### src/rtl/fios_casc_3a_sched.sv
`default_nettype none
// fios_casc_3a_sched: control sequencer for a chain of PE_CASC_3A Montgomery PEs,
// producing PE0 controls from the FSM and a per-PE one-cycle skew line.
module fios_casc_3a_sched #(
  parameter int S     = 8,
  parameter int N_PE  = 4,
  parameter int ABREG = 1,
  parameter int MREG  = 1
) (
  input  logic                  clock_i,
  input  logic                  reset_i,
  input  logic                  start_i,
  output logic                  busy_o,
  output logic                  done_o,
  output logic [$clog2(S)-1:0]  a_idx_o,
  output logic [$clog2(S)-1:0]  bp_idx_o,
  output logic [N_PE-1:0]       a_reg_en_o,
  output logic [N_PE-1:0]       m_reg_en_o,
  output logic [2*N_PE-1:0]     mux_A_sel_o,
  output logic [2*N_PE-1:0]     mux_B_sel_o,
  output logic [2*N_PE-1:0]     mux_C_sel_o,
  output logic [N_PE-1:0]       CREG_en_o,
  output logic [N_PE-1:0]       RES_delay_en_o,
  output logic [7*N_PE-1:0]     OPMODE_o
);

  localparam int L         = 1 + ABREG + MREG;
  localparam int IW        = $clog2(S);
  localparam int DRAIN_LEN = L + N_PE - 1;
  localparam int WW        = $clog2(DRAIN_LEN + 1);
  localparam int CW        = 17;

  localparam logic [IW-1:0] S_LAST      = IW'(S - 1);
  localparam logic [WW-1:0] WAIT_LAST   = WW'(L - 1);
  localparam logic [WW-1:0] DRAIN_LAST  = WW'(DRAIN_LEN - 1);

  localparam logic [6:0] OP_M   = 7'h05;
  localparam logic [6:0] OP_CM  = 7'h35;

  localparam logic [2:0] IDLE  = 3'd0;
  localparam logic [2:0] LOAD  = 3'd1;
  localparam logic [2:0] MULB  = 3'd2;
  localparam logic [2:0] RED   = 3'd3;
  localparam logic [2:0] WAITM = 3'd4;
  localparam logic [2:0] MULP  = 3'd5;
  localparam logic [2:0] DRAIN = 3'd6;
  localparam logic [2:0] DONE  = 3'd7;

  logic [2:0]    state, state_nxt;
  logic [IW-1:0] i_cnt, j_cnt;
  logic [WW-1:0] w_cnt;

  logic          a_en, m_en, creg_en, res_en;
  logic [1:0]    mux_a, mux_b, mux_c;
  logic [6:0]    opmode;
  logic [CW-1:0] ctl [N_PE];

  always_ff @(posedge clock_i or posedge reset_i) begin
    if (reset_i) state <= IDLE;
    else         state <= state_nxt;
  end

  // i, j and w only wrap under FSM control, never by modulo overflow
  always_ff @(posedge clock_i or posedge reset_i) begin
    if (reset_i) begin
      i_cnt <= '0;
      j_cnt <= '0;
      w_cnt <= '0;
    end else begin
      case (state)
        IDLE: begin
          i_cnt <= '0;
          j_cnt <= '0;
          w_cnt <= '0;
        end
        MULB:  j_cnt <= (j_cnt == S_LAST) ? '0 : j_cnt + 1'b1;
        WAITM: w_cnt <= (w_cnt == WAIT_LAST) ? '0 : w_cnt + 1'b1;
        MULP: begin
          if (j_cnt == S_LAST) begin
            j_cnt <= '0;
            if (i_cnt != S_LAST) i_cnt <= i_cnt + 1'b1;
          end else begin
            j_cnt <= j_cnt + 1'b1;
          end
        end
        DRAIN: w_cnt <= (w_cnt == DRAIN_LAST) ? '0 : w_cnt + 1'b1;
        default: ;
      endcase
    end
  end

  always_comb begin
    state_nxt = state;
    case (state)
      IDLE:  if (start_i) state_nxt = LOAD;
      LOAD:  state_nxt = MULB;
      MULB:  if (j_cnt == S_LAST) state_nxt = RED;
      RED:   state_nxt = WAITM;
      WAITM: if (w_cnt == WAIT_LAST) state_nxt = MULP;
      MULP:  if (j_cnt == S_LAST) state_nxt = (i_cnt == S_LAST) ? DRAIN : LOAD;
      DRAIN: if (w_cnt == DRAIN_LAST) state_nxt = DONE;
      DONE:  state_nxt = IDLE;
      default: state_nxt = IDLE;
    endcase
  end

  always_comb begin
    a_en     = 1'b0;
    m_en     = 1'b0;
    creg_en  = 1'b0;
    res_en   = 1'b0;
    mux_a    = 2'd0;
    mux_b    = 2'd0;
    mux_c    = 2'd0;
    opmode   = 7'h00;
    a_idx_o  = '0;
    bp_idx_o = '0;
    busy_o   = (state != IDLE);
    done_o   = (state == DONE);
    case (state)
      LOAD: begin
        a_en    = 1'b1;
        a_idx_o = i_cnt;
      end
      MULB: begin
        bp_idx_o = j_cnt;
        mux_c    = 2'd1;
        creg_en  = 1'b1;
        res_en   = 1'b1;
        // first iteration has no accumulated C to add
        opmode   = (i_cnt == '0) ? OP_M : OP_CM;
      end
      RED: begin
        mux_a  = 2'd1;
        mux_b  = 2'd1;
        opmode = OP_M;
      end
      WAITM: begin
        opmode = OP_CM;
        m_en   = (w_cnt == WAIT_LAST);
      end
      MULP: begin
        mux_a    = 2'd2;
        mux_b    = 2'd2;
        bp_idx_o = j_cnt;
        mux_c    = 2'd1;
        creg_en  = 1'b1;
        res_en   = 1'b1;
        opmode   = OP_CM;
      end
      default: ;
    endcase
  end

  assign ctl[0] = {a_en, m_en, mux_a, mux_b, mux_c, creg_en, res_en, opmode};

  generate
    for (genvar k = 1; k < N_PE; k++) begin : g_skew
      always_ff @(posedge clock_i or posedge reset_i) begin
        if (reset_i) ctl[k] <= '0;
        else         ctl[k] <= ctl[k-1];
      end
    end

    for (genvar k = 0; k < N_PE; k++) begin : g_pe
      assign {a_reg_en_o[k], m_reg_en_o[k], mux_A_sel_o[2*k+:2], mux_B_sel_o[2*k+:2],
              mux_C_sel_o[2*k+:2], CREG_en_o[k], RES_delay_en_o[k], OPMODE_o[7*k+:7]} = ctl[k];
    end
  endgenerate

endmodule
`default_nettype wire

### config.mk
export PLATFORM = sky130hd
export DESIGN_NAME = fios_casc_3a_sched
export DESIGN_NICKNAME = d
export VERILOG_FILES = /design/src/rtl/fios_casc_3a_sched.sv
export SDC_FILE = /design/constraint.sdc
export NUM_CORES = 1
export LEC_CHECK = 0
export ABC_CLOCK_PERIOD_IN_PS = 2000
export CORE_ASPECT_RATIO = 1.2
export CORE_UTILIZATION = 41
export CTS_CLUSTER_SIZE = 30
export DETAILED_ROUTE_END_ITERATION = 12
export PLACE_DENSITY = 0.8
export SLEW_MARGIN = 5
export SYNTH_ARGS = -nofsm -noshare
export SYNTH_HDL_FRONTEND = slang
export SYNTH_SLANG_ARGS = --single-unit
### constraint.sdc
create_clock -name clock_i -period 2 [get_ports clock_i]
set_clock_uncertainty 0.15 [all_clocks]
set_input_delay 0.4 -clock clock_i [delete_from_list [all_inputs] [get_ports clock_i]]
set_output_delay 0.4 -clock clock_i [all_outputs]
set_load 0.01 [all_outputs]
; Word-level counts from Yosys, hierarchy flattened
; Cells that the tools add are included.
; Widths: inputs -> output; s select.
[word_totals]
ff_bits = 63
in_bits = 3
output_inout_bits = 76
wordCells = 62
[classes]
n_addsub = 3
eq_ne = 18
n_mux = 24
reduce_logical = 10
[op_table]
columns = operator, n
row1 = $mux 3, 13
row2 = $pmux 3 s8, 1
row3 = $eq 3x3->1 const B, 7
row4 = $pmux 6 s3, 1
row5 = $ne 2x2->1 const B, 6
row6 = $pmux 3 s2, 2
row7 = $add 3x1->3 const B, 3
row8 = $eq 3x2->1 const B, 3
row9 = $pmux 3 s3, 1
row10 = $logic_not 3->1, 2
row11 = $mux 6, 1
row12 = $reduce_bool 3->1, 2
row13 = $reduce_and 5->1, 1
row14 = $mux 1, 4
row15 = $pmux 2 s2, 1
row16 = $reduce_bool 2->1, 2
row17 = $reduce_or 2->1, 2
row18 = $eq 3x1->1 const B, 1
row19 = $ne 3x3->1 const B, 1
row20 = $reduce_and 3->1, 1

; Logic depth before layout (Yosys ltp)
; Gate-level depths: netlist of the first run.
[logic_depth]
depth_word = 4
mapped_depth = 6
depth_no_buf = 6

; Worst setup path before layout of the first run
; OpenSTA, ideal clock, no wires.
[synth_timing]
kind = register to output
startpoint = reg state[1]
endpoint = out OPMODE_o[5]
t_arrival_ps = 1279
required_time_ps = 1450
setup_slack_ps = 171
path_stages_with_launch = 5
n_path_buf = 1
path_cell_list = dfrtp_1 > nor2b_1 > o21ai_0 > o21ai_0 > buf_4
[synth_between]
elab_chain_cells = 3
word_cells_on_any_way = 6
classes_between = 4 x eq/ne / 1 x mux / 1 x reduce/logical
[synth_lines]
columns = element, line
row1 = start: declaration, 49  ; logic [2:0] state, state_nxt;
row2 = start signal: assignment, 60  ; else state <= state_nxt;
row3 = $eq 3x3->1, 120  ; case (state)
row4 = $reduce_or 2->1 (no source line), n/a
row5 = $pmux 6 s3 (*), 120
row6 = end: declaration, 24  ; output logic [7*N_PE-1:0] OPMODE_o
; Mark *: on every way between the ends. The rest lies on a longest branch, timed or not.

; Worst setup path in the final report of the first run
[layout_timing]
startpoint = reg state[1]
endpoint = out bp_idx_o[2]
[layout_between]
elab_chain_cells = 3
word_cells_on_any_way = 4
classes_between = 2 x eq/ne / 1 x mux / 1 x reduce/logical
[layout_lines]
columns = element, line
row1 = $eq 3x3->1 / $eq 3x2->1 (equally long branches), 120
row2 = $reduce_or 2->1 (no source line) (*), n/a
row3 = $mux 3 (*), 120
row4 = end: declaration, 16  ; output logic [$clog2(S)-1:0] bp_idx_o,
; Marked as above.

==> results of run 1 <==
## registers in the layout, indices dropped and copies added (netlist names)
signal	cells
mux_C_sel_o	3
a_reg_en_o	3
mux_A_sel_o	6
OPMODE_o	6
i_cnt	3
j_cnt	3
w_cnt	3
state	3
m_reg_en_o	3
## cell usage in the layout, fill, tap and decap left out, types with 2 or more instances in the layout
master           count
nor2b_1              5
dfrtp_2              2
o21ai_0             13
nand3_1              3
clkdlybuf4s15_1      3
ha_1                 5
clkbuf_8             5
clkbuf_2             4
dlygate4sd2_1        2
nand2_1             10
o21ai_2              2
bufinv_16            2
inv_2                2
and3_1               4
buf_6                7
conb_1              16
clkdlybuf4s50_1     41
buf_4               25
dfrtp_1             31
buf_2                8
inv_1                9
## metrics by stage
stage	cells	power [mW]	instance area (sq um)	hold WS, ns
after floorplan	174	2.24	1720	0.266
after global placement	262	3.08	2220	0.206
after detailed placement	262	3.13	2220	0.214
after CTS	275	3.94	2400	0.229
after global routing	279	4.27	2430	0.249
final	279	4.02	2430	0.229
## what timing repair did
action | 4_1_cts | 5_1_grt
hold buffers | 0 | 0
gates resized for setup | 64 | 30
buffers inserted | 5 | 4
setup endpoints to repair | 21 | 20
pin swaps | 2 | 4
## routing by layer
| metal | routed length [microns] | track usage (%) |
|---|---|---|
| met2 | 1580 | 24.9 |
| met1 | 1330 | 20.5 |
| met3 | 265 | 5.42 |
| met5 | 0 | 0 |
| met4 | 51 | 7.49 |
## worst max-delay path, delay by kind of cell, from the launching register on
family	cells	cell delay (ns)
compound gates	1	0.21
buf+inv	3	0.38
flops	1	0.41
simple gates	2	0.18
## worst paths after layout
kind,endpoint,slack [ns]
max,bp_idx_o[2],-0.02
min,j_cnt[1]$_DFFE_PP0P_,0.23
max reg2reg,i_cnt[0]$_DFFE_PP0P_,0.15
min reg2reg,a_reg_en_o[3]$_DFF_PP0_,0.23
max in group asynchronous,state[0]$_DFFE_PP0P_,1.02
min in group clock_i,a_reg_en_o[3]$_DFF_PP0_,0.23
## cells by family after synthesis
family / after synthesis
AND/OR/NAND/NOR: 33
other: 1
buffers and inverters: 59
AO/OA/AOI/OAI: 25
flip-flops: 33
multiplexers: 3
adder cells (fa/ha/maj): 5
## report_power, final
part           switching (mW)  leakage, nW  internal (mW)  total, mW
Combinational           0.961        0.708           1.24       2.20
Sequential              0.175        0.430          0.907       1.08
Clock                   0.240       0.0681          0.495      0.735
## area by class of cell
class	instances	area (sq um)	share of cell area (%)
Sequential cell	33	828	34.1
Timing Repair Buffer	91	805	33.1
Multi-Input combinational cell	82	553	22.8
Clock buffer	5	68.8	2.83
Tap cell	54	67.6	2.78
Clock inverter	3	65.1	2.68
Inverter	11	41.3	1.70
==> flow_summary.yaml, run 1 <==
run_status:
  status: "finished with violations"
  failed_checks: "negative setup slack"
detailed_routing:
  postRouteWirelength_microns: 3230
  viasPerCell: 4.51
  drtPass1Iterations: 4
  wl_per_cell_microns: 11.6
  detail-route-antenna-nets: 0
  drt_iter0_markers: 31
  num_vias: 1257
  drc: 0
yosys:
  synth_ff_type: "dfrtp_1"
  synth-seq-cells: 33
  synth.yosys.seq_area_share_pct: 49.7
  synth_edf_count: 0
  synthDistinctLibCells: 35
  ys_top_cells_by_count: "buf_4 (43), dfrtp_1 (33), o21ai_0 (15)"
  syn_inst: 159
  synth_area_per_cell_sq_um: 10.5
  synth_top_family_by_area: "buffers and inverters"
  syn_area_sq_um: 1660
  synth_top_area_cell: "dfrtp_1"
  yosys-mux-area-fraction_pct: 2.18
  synthTopCellsByArea: "dfrtp_1 (50%), buf_4 (19%), o21ai_0 (4.5%), ha_1 (3.8%), nor2b_1 (2.6%)"
  synth-xor-area-share_pct: 0
  ys.warnings.count: 0
  async_flop_share_pct: 100
  synth_most_common_cell: "buf_4"
  yosysTopAreaCellShare_pct: 49.7
  synth_compound_area_share_pct: 9.48
  synth_adder_area_share_pct: 3.76
  yosys.area_share.simple_pct: 11.0
timing:
  timing.fmax_mhz: 495
  period_share_pct: 101
  setup_slack_ns: -0.0189
  finalMaxSlewViolations: 0
  rsz0062_at_grt: "yes"
  finalSetupViolCount: 2
  tns_ns: -0.0341
  period_minus_slack_ns: 2.02
  final-hold-violation-count: 0
hold_path:
  min_path_type: "input port to asynchronous set/reset pin"
layout:
  area_growth_pct: 46.0
  drive_above_1_share_pct: 31.1
  nNetsFinal: 232
  antenna_cells: 0
  final_util_pct: 62.1
  num-fill-cells: 316
critical_path:
  end_kind: "output pin"
  r2r_start: "i_cnt[0]$_DFFE_PP0P_"
  worstPathMaxFanout: 4
  r2r_cells: 6
  crit_chain: "nor2b_4, buf_6, a21boi_4, buf_6, nor2b_1, buf_2"
  crit_top_cell: "buf_6"
  cp.required_ns: 1.45
  cp_data_arrival_time_ns: 1.47
  slowest_stage: "dfrtp_1"
  cp-startpoint: "state[1]$_DFFE_PP0P_"
  crit_type: "flop to output pin"
  cp-start-kind: "flop"
  slowest_delay_ns: 0.41
floorplanning:
  fp.coreArea_sq_um: 3910
  initial_core_util_pct: 42.5
  die_area_sq_um: 4320
  die_w_microns: 60.1
  row_count: 25
  ios: 79
  die_h_microns: 71.8
place:
  gp_congestion: 0.823
  pre_cts_slack_ns: -0.203
  port_buffers: 62
  hpwl_microns: 2330
power:
  max-vdd-ir-drop_uv: 767
  leakage_nw: 1.21
  power_density_nw_per_um2: 1660
clock_tree:
  numCtsBuffers: 5
  htree_levels: 2
  clk_pin_slew_ns: 0.07
  numClockSinks: 33
  clock_latency_ns: 0.28
  cts_root_buf: "clkbuf_8"
  cts_tree: "done"
  ctsLongestPathBuffers: 2
global_routing:
  grt_usage_pct: 16.3
  antenna_found_initial: 0
  grt_pass1_wl_microns: 5110
  grt_max_degree: 28
  first_global_vias: 1106
  grt_overflow: 0
job:
  maxCapViolations: 0
Note: power is estimated with default switching activity, not from simulation.
==> inputs of run 2 (changes only) <==
Settings changed: CORE_UTILIZATION 41 to 38, PLACE_DENSITY 0.8 to 0.75.
==> flow_summary.yaml, run 2 (synthesis gave the netlist of run 1 again) <==
run_status:
  status: "finished with violations"
  failed_checks: "negative setup slack"
timing:
  timing.fmax_mhz: 490
  rsz0062_at_grt: "yes"
  holdWs_ns: 0.223
  final-hold-violation-count: 0
  finalMaxSlewViolations: 0
  period_minus_slack_ns: 2.04
  finalSetupViolCount: 8
  setup_slack_ns: -0.0412
  period_share_pct: 102
place:
  port_buffers: 62
  dpl_cell_area_sq_um: 2230
  gp_congestion: 0.739
  pre_cts_slack_ns: -0.139
  hpwl_microns: 2390
power:
  leakage_nw: 1.21
  max-vdd-ir-drop_uv: 527
  power_density_nw_per_um2: 1620
  power_mw: 3.92
clock_tree:
  clk_pin_slew_ns: 0.07
  cts_tree: "done"
  ctsHoldBuffers: 0
  htree_levels: 2
  numClockSinks: 33
  numCtsBuffers: 5
  cts_root_buf: "clkbuf_8"
  clock_latency_ns: 0.29
  ctsLongestPathBuffers: 2
floorplanning:
  row_count: 26
  die_h_microns: 74.5
  die_area_sq_um: 4650
  initial_core_util_pct: 39.3
  fp.coreArea_sq_um: 4230
  die_w_microns: 62.4
  ios: 79
layout:
  num-fill-cells: 371
  area_growth_pct: 45.8
  mostFrequentLayoutCell: "clkdlybuf4s50_1"
  fin_area_sq_um: 2420
  multi_input_area_sq_um: 539
  drive_above_1_share_pct: 30.1
  nNetsFinal: 236
  final_util_pct: 57.3
  antenna_cells: 0
  mostFrequentLayoutCells: "clkdlybuf4s50_1 (41), dfrtp_1 (32), buf_4 (28)"
  seq_area_sq_um: 827
detailed_routing:
  detail-route-antenna-nets: 0
  postRouteWirelength_microns: 3280
  drtPass1Iterations: 4
  num_vias: 1235
  drc: 0
  drt_iter0_markers: 50
  viasPerCell: 4.33
  wl_per_cell_microns: 11.5
critical_path:
  r2r_slack_ns: 0.05
  end_kind: "output pin"
  crit_type: "flop to output pin"
  cp-start-kind: "flop"
  worstPathMaxFanout: 5
  cp_data_arrival_time_ns: 1.49
  cp.required_ns: 1.45
global_routing:
  grt_max_degree: 34
  antenna_found_initial: 0
  grt_usage_pct: 14.3
  grt_overflow: 0
  first_global_vias: 1099
  grt_pass1_wl_microns: 5060
hold_path:
  min_path_type: "flop to flop"
job:
  maxCapViolations: 0
==> run 2: through the flow <==
step,instances,setup TNS (ns)
detailed placement,267,-0.954
global route,285,-0.693
global placement,267,-0.384
floorplan,174,0
CTS,282,-0.184
finish,285,-0.235
==> run 2: area by class of cell <==
class,instances,area share (%)
Clock buffer,7,3.97
Timing Repair Buffer,95,34.9
Tap cell,56,2.89
Clock inverter,1,0.206
Sequential cell,33,34.1
Multi-Input combinational cell,82,22.2
Inverter,11,1.70
==> run 2: repair_timing <==
action / CTS / global route
endpoints found under the setup margin: 21 / 17
pin swaps: 4 / 4
buffers inserted: 7 / 3
cloned: 0 / 0
resized for setup: 64 / 24
==> run 2: layer usage <==
layer,share of wire [%],GRT usage (%)
met5,0,0
met4,1.0,5.43
met3,7.0,5.06
met2,49,25.0
met1,43,16.4
==> run 2: power by group <==
part,total (mW),switching (mW),leakage (nW),internal (mW)
Clock,0.550,0.239,0.0542,0.311
Combinational,2.28,0.962,0.721,1.32
Sequential,1.09,0.180,0.431,0.905
Total,3.92,1.38,1.21,2.54
==> run 2: worst max-delay path, cell delays in order, from the launching register on <==
cell	delay, ns
dfrtp_2	0.44
buf_6	0.12
nor2b_4	0.12
buf_6	0.11
a21boi_4	0.20
inv_2	0.09
buf_6	0.13
==> run 2: worst paths after layout <==
path	start	to	cells past startpoint
worst max-delay path	state[1]$_DFFE_PP0P_	mux_C_sel_o[0]	6
worst max register to register	state[1]$_DFFE_PP0P_	state[0]$_DFFE_PP0P_	8
worst min register to register	m_reg_en_o[2]$_DFF_PP0_	m_reg_en_o[3]$_DFF_PP0_	0
min in group asynchronous	reset_i	mux_C_sel_o[4]$_DFF_PP0_	3
worst min-delay path	m_reg_en_o[2]$_DFF_PP0_	m_reg_en_o[3]$_DFF_PP0_	0
max in group asynchronous	reset_i	state[1]$_DFFE_PP0P_	3
==> inputs of run 3 (changes only) <==
Settings changed: CTS_BUF_LIST set to sky130_fd_sc_hd__clkbuf_4 sky130_fd_sc_hd__clkbuf_8.
==> results of run 3 <==
The final DEF is identical to that of run 2; final timing and power are the same.
